[src/rtl/pokey_audio_divider.sv]
// -----------------------------------------------------------------------------
// pokey_audio_divider
//
// Channel-pair frequency divider for the POKEY audio section. Holds the AUDF
// frequency registers of a low and a high channel and runs one down-counter
// per channel, advanced by base-clock tick pulses. Each underflow reloads the
// counter from AUDF, emits a one-cycle borrow pulse and toggles the channel's
// square-wave tone output. These outputs feed the distortion/poly stage.
//
// Optional feature, macro POKEY_DIV_JOIN_EN:
//   When defined, join_mode=1 chains {cnt_hi,cnt_lo} into one 2*CNT_W-bit
//   divider clocked by tick_lo. When undefined, join_mode is ignored and the
//   channels are always independent.
//
// Ports:
//   clk        system clock, all state updates on the rising edge
//   rst_n      synchronous active-low reset
//   tick_lo    base-clock enable pulse, low channel (one clk wide)
//   tick_hi    base-clock enable pulse, high channel
//   wr_lo      write strobe, AUDF low register
//   wr_hi      write strobe, AUDF high register
//   din        write data for the AUDF registers
//   stimer     force reload of both counters from AUDF
//   join_mode  1 = joined 16-bit mode (only with POKEY_DIV_JOIN_EN);
//              named join_mode because "join" is a reserved word
//   borrow_lo  one-cycle pulse on low-channel underflow
//   borrow_hi  one-cycle pulse on high-channel (or joined) underflow
//   tone_lo    square output, toggles on each low borrow
//   tone_hi    square output, toggles on each high borrow
//   cnt_lo     current low counter value
//   cnt_hi     current high counter value
// -----------------------------------------------------------------------------
module pokey_audio_divider #(
   parameter int CNT_W = 8
) (
   input  logic             clk,
   input  logic             rst_n,
   input  logic             tick_lo,
   input  logic             tick_hi,
   input  logic             wr_lo,
   input  logic             wr_hi,
   input  logic [CNT_W-1:0] din,
   input  logic             stimer,
   input  logic             join_mode,
   output logic             borrow_lo,
   output logic             borrow_hi,
   output logic             tone_lo,
   output logic             tone_hi,
   output logic [CNT_W-1:0] cnt_lo,
   output logic [CNT_W-1:0] cnt_hi
);

   localparam logic [CNT_W-1:0]   ONE_C = CNT_W'(1);

   logic [CNT_W-1:0] audf_lo;
   logic [CNT_W-1:0] audf_hi;

   logic             join_act;

`ifdef POKEY_DIV_JOIN_EN
   localparam logic [2*CNT_W-1:0] ONE_J = (2*CNT_W)'(1);
   logic [2*CNT_W-1:0] cnt_j;
   logic [2*CNT_W-1:0] cnt_j_dec;

   assign join_act  = join_mode;
   assign cnt_j     = {cnt_hi, cnt_lo};
   assign cnt_j_dec = cnt_j - ONE_J;
`else
   logic unused_join_mode;

   assign join_act         = 1'b0;
   assign unused_join_mode = join_mode;
`endif

   // Stage p0: next-state decode from current counters and strobes
   logic [CNT_W-1:0] cnt_lo_p0;
   logic [CNT_W-1:0] cnt_hi_p0;
   logic             borrow_lo_p0;
   logic             borrow_hi_p0;
   logic             tone_lo_p0;
   logic             tone_hi_p0;

   always_comb begin
      cnt_lo_p0    = cnt_lo;
      cnt_hi_p0    = cnt_hi;
      borrow_lo_p0 = 1'b0;
      borrow_hi_p0 = 1'b0;
      tone_lo_p0   = tone_lo;
      tone_hi_p0   = tone_hi;

      if (join_act) begin
`ifdef POKEY_DIV_JOIN_EN
         // Joined: one wide counter on tick_lo. The low byte underflowing
         // (tick while it is zero) drives the low borrow, including the
         // full wrap where the whole counter reloads.
         if (stimer) begin
            cnt_lo_p0 = audf_lo;
            cnt_hi_p0 = audf_hi;
         end else if (tick_lo) begin
            if (cnt_lo == '0) begin
               borrow_lo_p0 = 1'b1;
               tone_lo_p0   = ~tone_lo;
            end
            if (cnt_j == '0) begin
               cnt_lo_p0    = audf_lo;
               cnt_hi_p0    = audf_hi;
               borrow_hi_p0 = 1'b1;
               tone_hi_p0   = ~tone_hi;
            end else begin
               {cnt_hi_p0, cnt_lo_p0} = cnt_j_dec;
            end
         end
`endif
      end else begin
         if (stimer) begin
            cnt_lo_p0 = audf_lo;
         end else if (tick_lo) begin
            if (cnt_lo == '0) begin
               cnt_lo_p0    = audf_lo;
               borrow_lo_p0 = 1'b1;
               tone_lo_p0   = ~tone_lo;
            end else begin
               cnt_lo_p0 = cnt_lo - ONE_C;
            end
         end

         if (stimer) begin
            cnt_hi_p0 = audf_hi;
         end else if (tick_hi) begin
            if (cnt_hi == '0) begin
               cnt_hi_p0    = audf_hi;
               borrow_hi_p0 = 1'b1;
               tone_hi_p0   = ~tone_hi;
            end else begin
               cnt_hi_p0 = cnt_hi - ONE_C;
            end
         end
      end
   end

   // Stage p1: registered state and outputs. Reloads above read the AUDF
   // value held before this edge, so a same-cycle write is not yet visible.
   always_ff @(posedge clk) begin
      if (!rst_n) begin
         audf_lo   <= '0;
         audf_hi   <= '0;
         cnt_lo    <= '0;
         cnt_hi    <= '0;
         borrow_lo <= 1'b0;
         borrow_hi <= 1'b0;
         tone_lo   <= 1'b0;
         tone_hi   <= 1'b0;
      end else begin
         if (wr_lo) audf_lo <= din;
         if (wr_hi) audf_hi <= din;
         cnt_lo    <= cnt_lo_p0;
         cnt_hi    <= cnt_hi_p0;
         borrow_lo <= borrow_lo_p0;
         borrow_hi <= borrow_hi_p0;
         tone_lo   <= tone_lo_p0;
         tone_hi   <= tone_hi_p0;
      end
   end

endmodule
[config.mk]
export PLATFORM = sky130hd
export DESIGN_NAME = pokey_audio_divider
export DESIGN_NICKNAME = d
export VERILOG_FILES = /design/src/rtl/pokey_audio_divider.sv
export SDC_FILE = /design/constraint.sdc
export NUM_CORES = 1
export LEC_CHECK = 0
export BUFFER_PORTS_ARGS = -buffer_cell sky130_fd_sc_hd__buf_2
export CAP_MARGIN = 40
export CORE_MARGIN = 4
export CORE_UTILIZATION = 54
export CTS_BUF_LIST = sky130_fd_sc_hd__clkbuf_16
export DETAILED_ROUTE_END_ITERATION = 10
export GPL_TIMING_DRIVEN = 1
export PLACE_DENSITY = 0.78
export SLEW_MARGIN = 20
export SYNTH_ARGS = -nofsm -noshare
export SYNTH_HDL_FRONTEND = slang
export SYNTH_SLANG_ARGS = --single-unit
[constraint.sdc]
create_clock -name clk -period 2.2 [get_ports clk]
set_input_delay 0.11 -clock clk [delete_from_list [all_inputs] [get_ports clk]]
set_output_delay 0.11 -clock clk [all_outputs]
set_load 0.01 [all_outputs]
* Word-level counts from Yosys, hierarchy flattened
Index checks and enable logic that the tools add are counted.
** Word-level totals
- Flip-flop bits (word level) :: 36
- Bits of input ports :: 16
- Logic and storage cells :: 32
- Output and inout bits :: 20
** Cells by class
- Reductions and logical operators :: 8
- Muxes and demuxes :: 8
- Bitwise gates (word level) :: 6
- Add/sub/neg operators :: 2
** Operators with widths (count)
- $mux W8 :: 6
- $logic_not A8 Y1 :: 2
- $sub A8 B1 Y8 const B :: 2
- $not A1 Y1 :: 6
- $reduce_and A3 Y1 :: 2
- $reduce_or A3 Y1 :: 2
- $reduce_bool A2 Y1 :: 2
- $mux W1 :: 2

* Depth between registers and ports, before layout
Gate-level depths: netlist of the first run.
- Depth after elaboration :: 4
- Gate-level depth with buffers :: 6
- Gate-level depth less buffers :: 6

* Least setup slack after synthesis of the first run
OpenSTA, ideal clock, no wires.
- Kind :: register to register
- From :: register cnt_lo[0]
- To :: register cnt_lo[6]
- Path slack :: 429 ps
- Data arrival time :: 1696 ps
- Data required time :: 2126 ps
- Buffers on the path :: 0
- Library setup time :: 74 ps
- Cell stages (with the launch flop) :: 7
- Clock period less this slack :: 1771 ps
- Cell sequence :: dfxtp_1 -> inv_1 -> ha_1 -> nand2_1 -> or4b_1 -> or4_1 -> a31oi_1
** On the way
- Word-level cells in the longest chain between the ends :: 4
- Elaborated cells between the ends (all ways) :: 5
- Classes of those cells :: add/sub (1); mux (3); reduce/logical (1)
** RTL lines
- start: declaration :: line 49 : output logic [CNT_W-1:0] cnt_lo,
- start signal: assignment :: line 156 : cnt_lo <= cnt_lo_p0;
- $sub A8 B1 Y8 / $logic_not A8 Y1 (equally long branches) :: line 123, 118
- $mux W8 (*) :: line 118 : if (cnt_lo == '0) begin
- $mux W8 (*) :: line 117 : end else if (tick_lo) begin
- $mux W8 (*) :: line 115 : if (stimer) begin
Every way passes the cells marked *; elsewhere a longest branch is shown, timed or not. The select of a mux whose other input is x is not followed.
A chain may end at the register's enable or synchronous reset.

* Final worst setup path of the first run
- From :: register cnt_hi[0]
- To :: register cnt_hi[0]
** On the way
- Word-level cells in the longest chain between the ends :: 4
- Elaborated cells between the ends (all ways) :: 5
- Classes of those cells :: add/sub (1); mux (3); reduce/logical (1)
** RTL lines
- start: declaration :: line 50 : output logic [CNT_W-1:0] cnt_hi
- start signal: assignment :: line 157 : cnt_hi <= cnt_hi_p0;
- $sub A8 B1 Y8 / $logic_not A8 Y1 (equally long branches) :: line 135, 130
- $mux W8 (*) :: line 130 : if (cnt_hi == '0) begin
- $mux W8 (*) :: line 129 : end else if (tick_hi) begin
- $mux W8 (*) :: line 127 : if (stimer) begin
Marked as above.

==> run_results.csv, run 1 <==
group,metric,value,unit
synth,syn_inst,202,
synth,synth_top_family_by_area,"simple AND/OR/NAND/NOR gates",
power,power_switching,638,uW
global_routing,grt_pass1_vias,1639,
synth,yosysMostFrequentCell,"dfxtp_1",
worst_setup_path,rr_worst_depth,6,
route,drc_errors,0,
floorplan,die_w,66.3,um
finish,diodes,0,
finish,multiInputGateArea,1030,sq um
route,drtIter0Drc,243,
power,powerDensity,964,nW/um^2
worst_setup_path,crit_type,"reg -> reg",
global_routing,groute.usage.overall,0.233,
job,drv_cap,0,
worst_setup_path,crit_arrival,2.14,ns
floorplan,rows,20,
sta,period_needed,1.97,ns
placed_design,hpwlAfterDp,3410,um
global_routing,antenna_found_initial,0,
sta,worst_pin_slew,0.818,ns
synth,synthFlopType,"dfxtp_1",
sta,finalCritPeriodShare,0.896,
synth,yosys_warnings,0,
synth,synthMuxAreaShare,0.0926,
finish,areaGrowthSynthToFinish,18.7,%
floorplan,die_y,66.3,um
synth,yosysSeqAreaShare,0.392,
sta,whs,0.0852,ns
power,pwr-share-comb,0.240,
worst_setup_path,required,2.37,ns
clock_network,clk-insertion-delay-late,0.28,ns
placed_design,io_buffers,34,
worst_setup_path,startpoint_type,"flip-flop",
clock_network,post-cts-setup-buffers,0,
synth,yosys.area.top_type,"dfxtp_1",
synth,syn_area,1840,sq um
power,vdd_drop_max,0.738,mV
clock_network,clk_pin_slew,0.05,ns
hold_path,hold_start,"din[1]",
global_routing,grt_overflow_total,0,
floorplan,dieArea,4400,sq um
sta,relSlewSlack,0.450,
synth,yosys-top-cells-area,"dfxtp_1 39%, mux2i_1 9.3%, nor2_1 5.9%",
finish,final_cells,277,
placed_design,globalplace.congestion,0.856,
sta,skew,0.00515,ns
clock_network,cts_tree,"built",
route,first_pass_iters,5,
synth,synthSimpleGateAreaFrac,0.255,
sta,slew_viol_final,0,
synth,netlist.area_leader.share,0.392,
synth,yosys.area_share.adder,0.0272,
route,avgRoutedWirePerCell,16.6,um
placed_design,dp.cells,269,
synth,synth-seq-cells,36,
clock_network,hold_buffers,0,
floorplan,pin_count,36,
clock_network,cts_root_buf,"clkbuf_16",
finish,seqCellArea,721,sq um
synth,synth_compound_area_frac,0.178,
worst_setup_path,slowest_delay,0.41,ns
worst_setup_path,path_cells,"inv_1 > ha_1 > nor4b_2 > and2_0 > nor4b_1 > o31a_1",
worst_setup_path,cp_max_fo,7,
synth,synth_common_cells,"36 x dfxtp_1, 29 x nor2_1, 17 x mux2i_1",
global_routing,grt_pass1_wl,7680,um
power,p_clk_frac,0.383,
worst_setup_path,rr_endpoint,"cnt_hi[0]",
route,dr_total_vias,1673,
power,leakage,0.965,nW
sta,fmax,507,MHz
route,viasPerCell,6.04,
worst_setup_path,end_kind,"flip-flop",
power,netSwitchingFraction,0.303,
sta,rsz0062_at_grt,"no",
floorplan,start_util,0.583,
synth,syn_nets,222,
worst_setup_path,r2r_slack,0.23,ns
status,outcome,"complete, no violations",
clock_network,htreeDepth,2,
finish,final_nets,252,
hold_path,hp-class,"in -> reg",
finish,fillers,252,
synth,synth-xor-area-share,0.00954,
power,p_seq_frac,0.377,
synth,async_flop_share,0,
power,internal_power,1.47,mW
floorplan,coreArea,3150,sq um
sta,fin_tns_setup,0,ns
synth,avgSynthCellArea,9.09,sq um
clock_network,cts_sinks,36,
route,drt_wl_total,4600,um
sta,hold_violations,0,
finish,drive_gt1_frac,0.215,
clock_network,clock_path_buffers,2,
sta,setup-violations-final,0,
synth,synth_cell_types,47,
worst_setup_path,slowest_stage,"nor4b_2",
hold_path,holdPathEnd,"audf_hi[1]",
worst_setup_path,rr_startpoint,"cnt_hi[0]",
synth,synth_edf_count,0,
global_routing,grt_max_degree,19,
clock_network,cts-buffers-inserted,5,
hold_path,hold_depth,3,
clock_network,cts_resized,0,
route,ant_nets,0,
state kept, by name, indices dropped and copies added, names as in the netlist:
signal	cells
audf_hi	8
audf_lo	8
cnt_hi	8
cnt_lo	8
borrow_hi	1
borrow_lo	1
tone_hi	1
tone_lo	1
power by group through the flow:
stage,sequential (mW),clock (mW),combinational (mW)
after global placement,0.798,0,0.473
after CTS,0.790,0.814,0.500
final,0.792,0.806,0.505
after global routing,0.802,0.850,0.556
after floorplan,0.795,0,0.362
after detailed placement,0.803,0,0.497
metrics by stage:
step                worst slack [ns]  cell area, sq um   util  power [mW]
floorplan                      0.429              1840      -        1.16
global route                  0.0887              2180  0.692        2.21
finish                         0.229              2180  0.692        2.10
detailed placement             0.267              2010  0.638        1.30
global placement               0.343              2010  0.638        1.27
CTS                            0.257              2180  0.692        2.10
routing by layer:
layer / vias to the layer above / track usage / part of all wire
li1: 806 / - / -
met1: 788 / 0.289 / 0.43
met2: 72 / 0.366 / 0.47
met3: 7 / 0.0748 / 0.085
met4: 0 / 0.104 / 0.018
met5: - / 0 / 0
placed cells by master, fill, tap and decap left out, types with 2 or more instances in the layout:
master | synthesis | layout
buf_2 | 3 | 34
nor4b_2 | 2 | 2
nand3_1 | 2 | 2
o21ai_0 | 5 | 5
nor4b_1 | 4 | 4
or4_4 | 2 | 2
o21bai_1 | 2 | 2
nand4_1 | 2 | 2
clkbuf_16 | 0 | 5
o31ai_1 | 2 | 2
or4_1 | 4 | 4
nor2_1 | 29 | 29
a31oi_1 | 5 | 5
a211oi_1 | 3 | 3
o211ai_1 | 2 | 2
nand2b_1 | 5 | 5
or4b_1 | 2 | 2
ha_1 | 4 | 4
a21oi_1 | 8 | 8
o2bb2ai_1 | 4 | 4
o31a_1 | 3 | 3
a22o_1 | 5 | 5
inv_1 | 7 | 7
nand2_1 | 8 | 8
dfxtp_1 | 36 | 36
o22ai_1 | 2 | 2
and3_1 | 4 | 4
nor3b_1 | 2 | 2
mux2i_1 | 17 | 17
nor3_1 | 3 | 3
worst max path at each step:
stage	startpoint	to	slack, ns	depth (start not counted)
after floorplan	cnt_lo[0]	cnt_lo[6]	0.43	6
after global routing	cnt_hi[0]	cnt_hi[4]	0.09	6
final	cnt_hi[0]	cnt_hi[0]	0.23	6
after global placement	cnt_hi[0]	cnt_hi[0]	0.34	6
after detailed placement	cnt_hi[0]	cnt_hi[0]	0.27	6
after CTS	cnt_hi[0]	cnt_hi[0]	0.26	6
kinds of logic after synthesis:
logic type               count (synthesis)
AO/OA/AOI/OAI                           46
XOR/XNOR                                 2
adder cells (fa/ha/maj)                  4
buffers and inverters                   19
flip-flops                              36
multiplexers                            17
AND/OR/NAND/NOR                         78
cell type report:
type / count / area share
clock buffer: 5 / 0.0574
clock inverter: 3 / 0.0195
inverter: 7 / 0.0120
multi-input combinational: 147 / 0.474
sequential: 36 / 0.330
tap: 44 / 0.0252
timing repair buffer: 35 / 0.0815
worst max-delay path, delay by kind of cell, from the launching register on:
kind	cells	cell delay, ns
and+or+nand+nor	3	0.89
DFF	1	0.37
AOI/OAI and AO/OA	1	0.30
adders and majority gates	1	0.19
buffers and inverters	1	0.11
No activity file was read; power rests on OpenSTA's default activity.
==> run 2: changes to the inputs <==
ABC_AREA = 1   (was not set)
CORE_UTILIZATION = 49   (was 54)
PLACE_DENSITY = 0.75   (was 0.78)
clock period = 1.8 ns   (was 2.2 ns; I/O delays follow)
==> run 2 against run 1 <==
Net effect:
- clock skew fell by 0.0018 ns
- critical path type unchanged
- final cell count rose by 21%
- design area fell by 1.4%
- hold slack got worse by 0.035 ns
- clock power rose by 2%
- non-clock buffer count did not move
- area after synthesis fell by 2.3%
- critical endpoint is now cnt_lo[5]
- register-to-register slack improved by 0.04 ns
- largest power group is now registers
- clock-buffer cell count did not move
- wire length fell by 11%
==> run_results.csv, run 2 <==
group,metric,value,unit
synth,yosysSeqAreaShare,0.402,
clock_network,clk-insertion-delay-late,0.28,ns
sta,rsz0062_at_grt,"no",
synth,avgSynthCellArea,7.12,sq um
sta,finalCritPeriodShare,0.850,
worst_setup_path,crit_type,"reg -> reg",
global_routing,grt_max_degree,22,
clock_network,cts-buffers-inserted,5,
finish,final_nets,309,
global_routing,antenna_found_initial,0,
sta,fin_tns_setup,0,ns
hold_path,hold_depth,3,
worst_setup_path,rr_endpoint,"cnt_lo[5]",
finish,final_common_cell,"nand2_1",
finish,final_cell_mix,"40 x nand2_1, 36 x dfxtp_1, 34 x buf_2",
route,drc_errors,0,
worst_setup_path,end_kind,"flip-flop",
worst_setup_path,path_cells,"inv_1 > ha_1 > nand2_1 > nor2_4 > nor2_4 > nand3_1 > nand3_1 > a21oi_1",
global_routing,groute.usage.overall,0.198,
placed_design,globalplace.congestion,0.886,
synth,synth_cell_types,20,
route,first_pass_iters,4,
finish,areaGrowthSynthToFinish,19.9,%
synth,synth_edf_count,0,
worst_setup_path,required,1.94,ns
power,p_clk_frac,0.346,
synth,syn_inst,252,
floorplan,die_w,68.5,um
synth,yosys_warnings,0,
power,leakage,0.999,nW
clock_network,cts_resized,0,
floorplan,coreArea,3440,sq um
clock_network,hold_buffers,0,
route,dr_total_vias,1734,
synth,async_flop_share,0,
worst_setup_path,cp_top_family,"simple AND/OR/NAND/NOR gates",
synth,netlist.area_leader.share,0.402,
worst_setup_path,path_buf_inv,1,
worst_setup_path,slowest_stage,"dfxtp_1",
worst_setup_path,startpoint_type,"flip-flop",
power,vdd_drop_max,0.690,mV
synth,synthFlopType,"dfxtp_1",
sta,slew_viol_final,0,
worst_setup_path,rr_startpoint,"cnt_lo[0]",
clock_network,htreeDepth,2,
route,wl_met1,1950,um
status,outcome,"complete, no violations",
floorplan,dieArea,4690,sq um
clock_network,clk_pin_slew,0.06,ns
power,internal_power,1.60,mW
sta,worst_pin_slew,0.554,ns
sta,period_needed,1.53,ns
global_routing,grt_pass1_vias,1584,
sta,fmax,654,MHz
hold_path,holdPathEnd,"audf_hi[0]",
power,total_power,2.37,mW
sta,relSlewSlack,0.630,
job,drv_cap,0,
worst_setup_path,cp_max_fo,8,
clock_network,cts_sinks,36,
clock_network,cts_tree,"built",
floorplan,pin_count,36,
worst_setup_path,r2r_slack,0.27,ns
route,drtIter0Drc,105,
route,viasPerCell,5.16,
sta,hold_violations,0,
route,routed.top_layer,"met4",
placed_design,io_buffers,34,
floorplan,rows,21,
synth,yosys-top-cells-area,"dfxtp_1 40%, a21oi_1 8.9%, nand2_1 8.4%",
clock_network,clock_path_buffers,2,
synth,yosysMostFrequentCell,"nand2_1",
synth,syn_area,1790,sq um
placed_design,placed_cell_area,2010,sq um
hold_path,hp-class,"in -> reg",
synth,synth_common_cells,"40 x nand2_1, 36 x dfxtp_1, 32 x a21oi_1, 32 x inv_1, 29 x o21ai_0",
route,wl_met3,248,um
clock_network,cts_root_buf,"clkbuf_16",
route,met2_length,1810,um
route,ant_nets,0,
global_routing,grt_pass1_wl,6910,um
sta,setup-violations-final,0,
finish,stdcell_area,2150,sq um
synth,synth-seq-cells,36,
floorplan,die_y,68.5,um
power,netSwitchingFraction,0.323,
clock_network,post-cts-setup-buffers,0,
worst_setup_path,crit_arrival,1.67,ns
power,powerDensity,1100,nW/um^2
finish,final_util,0.625,
route,drt_wl_total,4080,um
worst_setup_path,rr_worst_depth,8,
finish,diodes,0,
sta,skew,0.00338,ns
placed_design,hpwlAfterDp,3010,um
power,p_seq_frac,0.399,
route,avgRoutedWirePerCell,12.1,um
power,pwr-share-comb,0.254,
finish,drive_gt1_frac,0.200,
hold_path,hold_start,"din[0]",
global_routing,grt_overflow_total,0,
worst_setup_path,slowest_delay,0.34,ns
synth,syn_nets,272,
power,power_switching,766,uW
synth,yosys.area.top_type,"dfxtp_1",
floorplan,start_util,0.521,
==> run 2: cell types whose count changed after synthesis, moves of 17 or more <==
cell | previous run | this run
mux2i_1 | 17 | 0
nand3_1 | 2 | 25
o21ai_0 | 5 | 29
a21oi_1 | 8 | 32
inv_1 | 7 | 32
nand2_1 | 8 | 40
==> run 2: worst max path at each step <==
stage,start,slack (ns),end,cells past startpoint
floorplan,cnt_lo[0],0.43,cnt_lo[2],8
global placement,cnt_hi[0],0.33,cnt_hi[4],8
detailed placement,cnt_lo[0],0.30,cnt_lo[4],8
CTS,cnt_lo[0],0.28,cnt_lo[5],8
global route,cnt_lo[0],0.14,cnt_lo[4],8
finish,cnt_lo[0],0.27,cnt_lo[5],8
==> run 2: final cells by class <==
class | count | area, sq um
inverter | 35 | 131
timing repair buffer | 35 | 178
tap | 46 | 57.6
sequential | 36 | 721
clock buffer | 5 | 125
clock inverter | 3 | 15.0
fill | 328 | 1290
multi-input combinational | 176 | 923
==> run 2: metal layers <==
metal  vias up  global-route usage
met4         0              0.0893
met2        41               0.319
li1        899                   -
met1       787               0.249
met5         -                   0
met3         7              0.0454
==> run 2: per-stage QoR <==
stage	setup slack [ns]	hold slack [ns]	instances
2_1_floorplan	0.434	0.225	252
3_3_place_gp	0.330	0.338	328
3_5_place_dp	0.303	0.340	328
4_1_cts	0.281	0.0474	336
5_1_grt	0.137	0.0523	336
6_report	0.271	0.0505	336
==> run 2: cells by family (layout without fill, tap and decap cells) <==
| kind of cell | after synthesis | count (layout) | synth area share |
|---|---|---|---|
| xor+xnor | 2 | 2 | 0.00976 |
| buf+inv | 40 | 78 | 0.0837 |
| simple gates | 102 | 102 | 0.273 |
| flops | 36 | 36 | 0.402 |
| compound gates | 68 | 68 | 0.204 |
| fa+ha+maj | 4 | 4 | 0.0279 |
==> run 2: worst min-delay path: cells and delay by family <==
kind          cells  cell delay (ns)
simple gates      2             0.12
buf+inv           1             0.09
==> run 2: power by group through the flow <==
stage / combinational (mW) / sequential (mW) / clock, mW
after global placement: 0.588 / 0.962 / 0
after global routing: 0.688 / 0.960 / 0.874
after CTS: 0.604 / 0.946 / 0.842
after floorplan: 0.420 / 0.976 / 0
after detailed placement: 0.600 / 0.963 / 0
final: 0.603 / 0.946 / 0.820
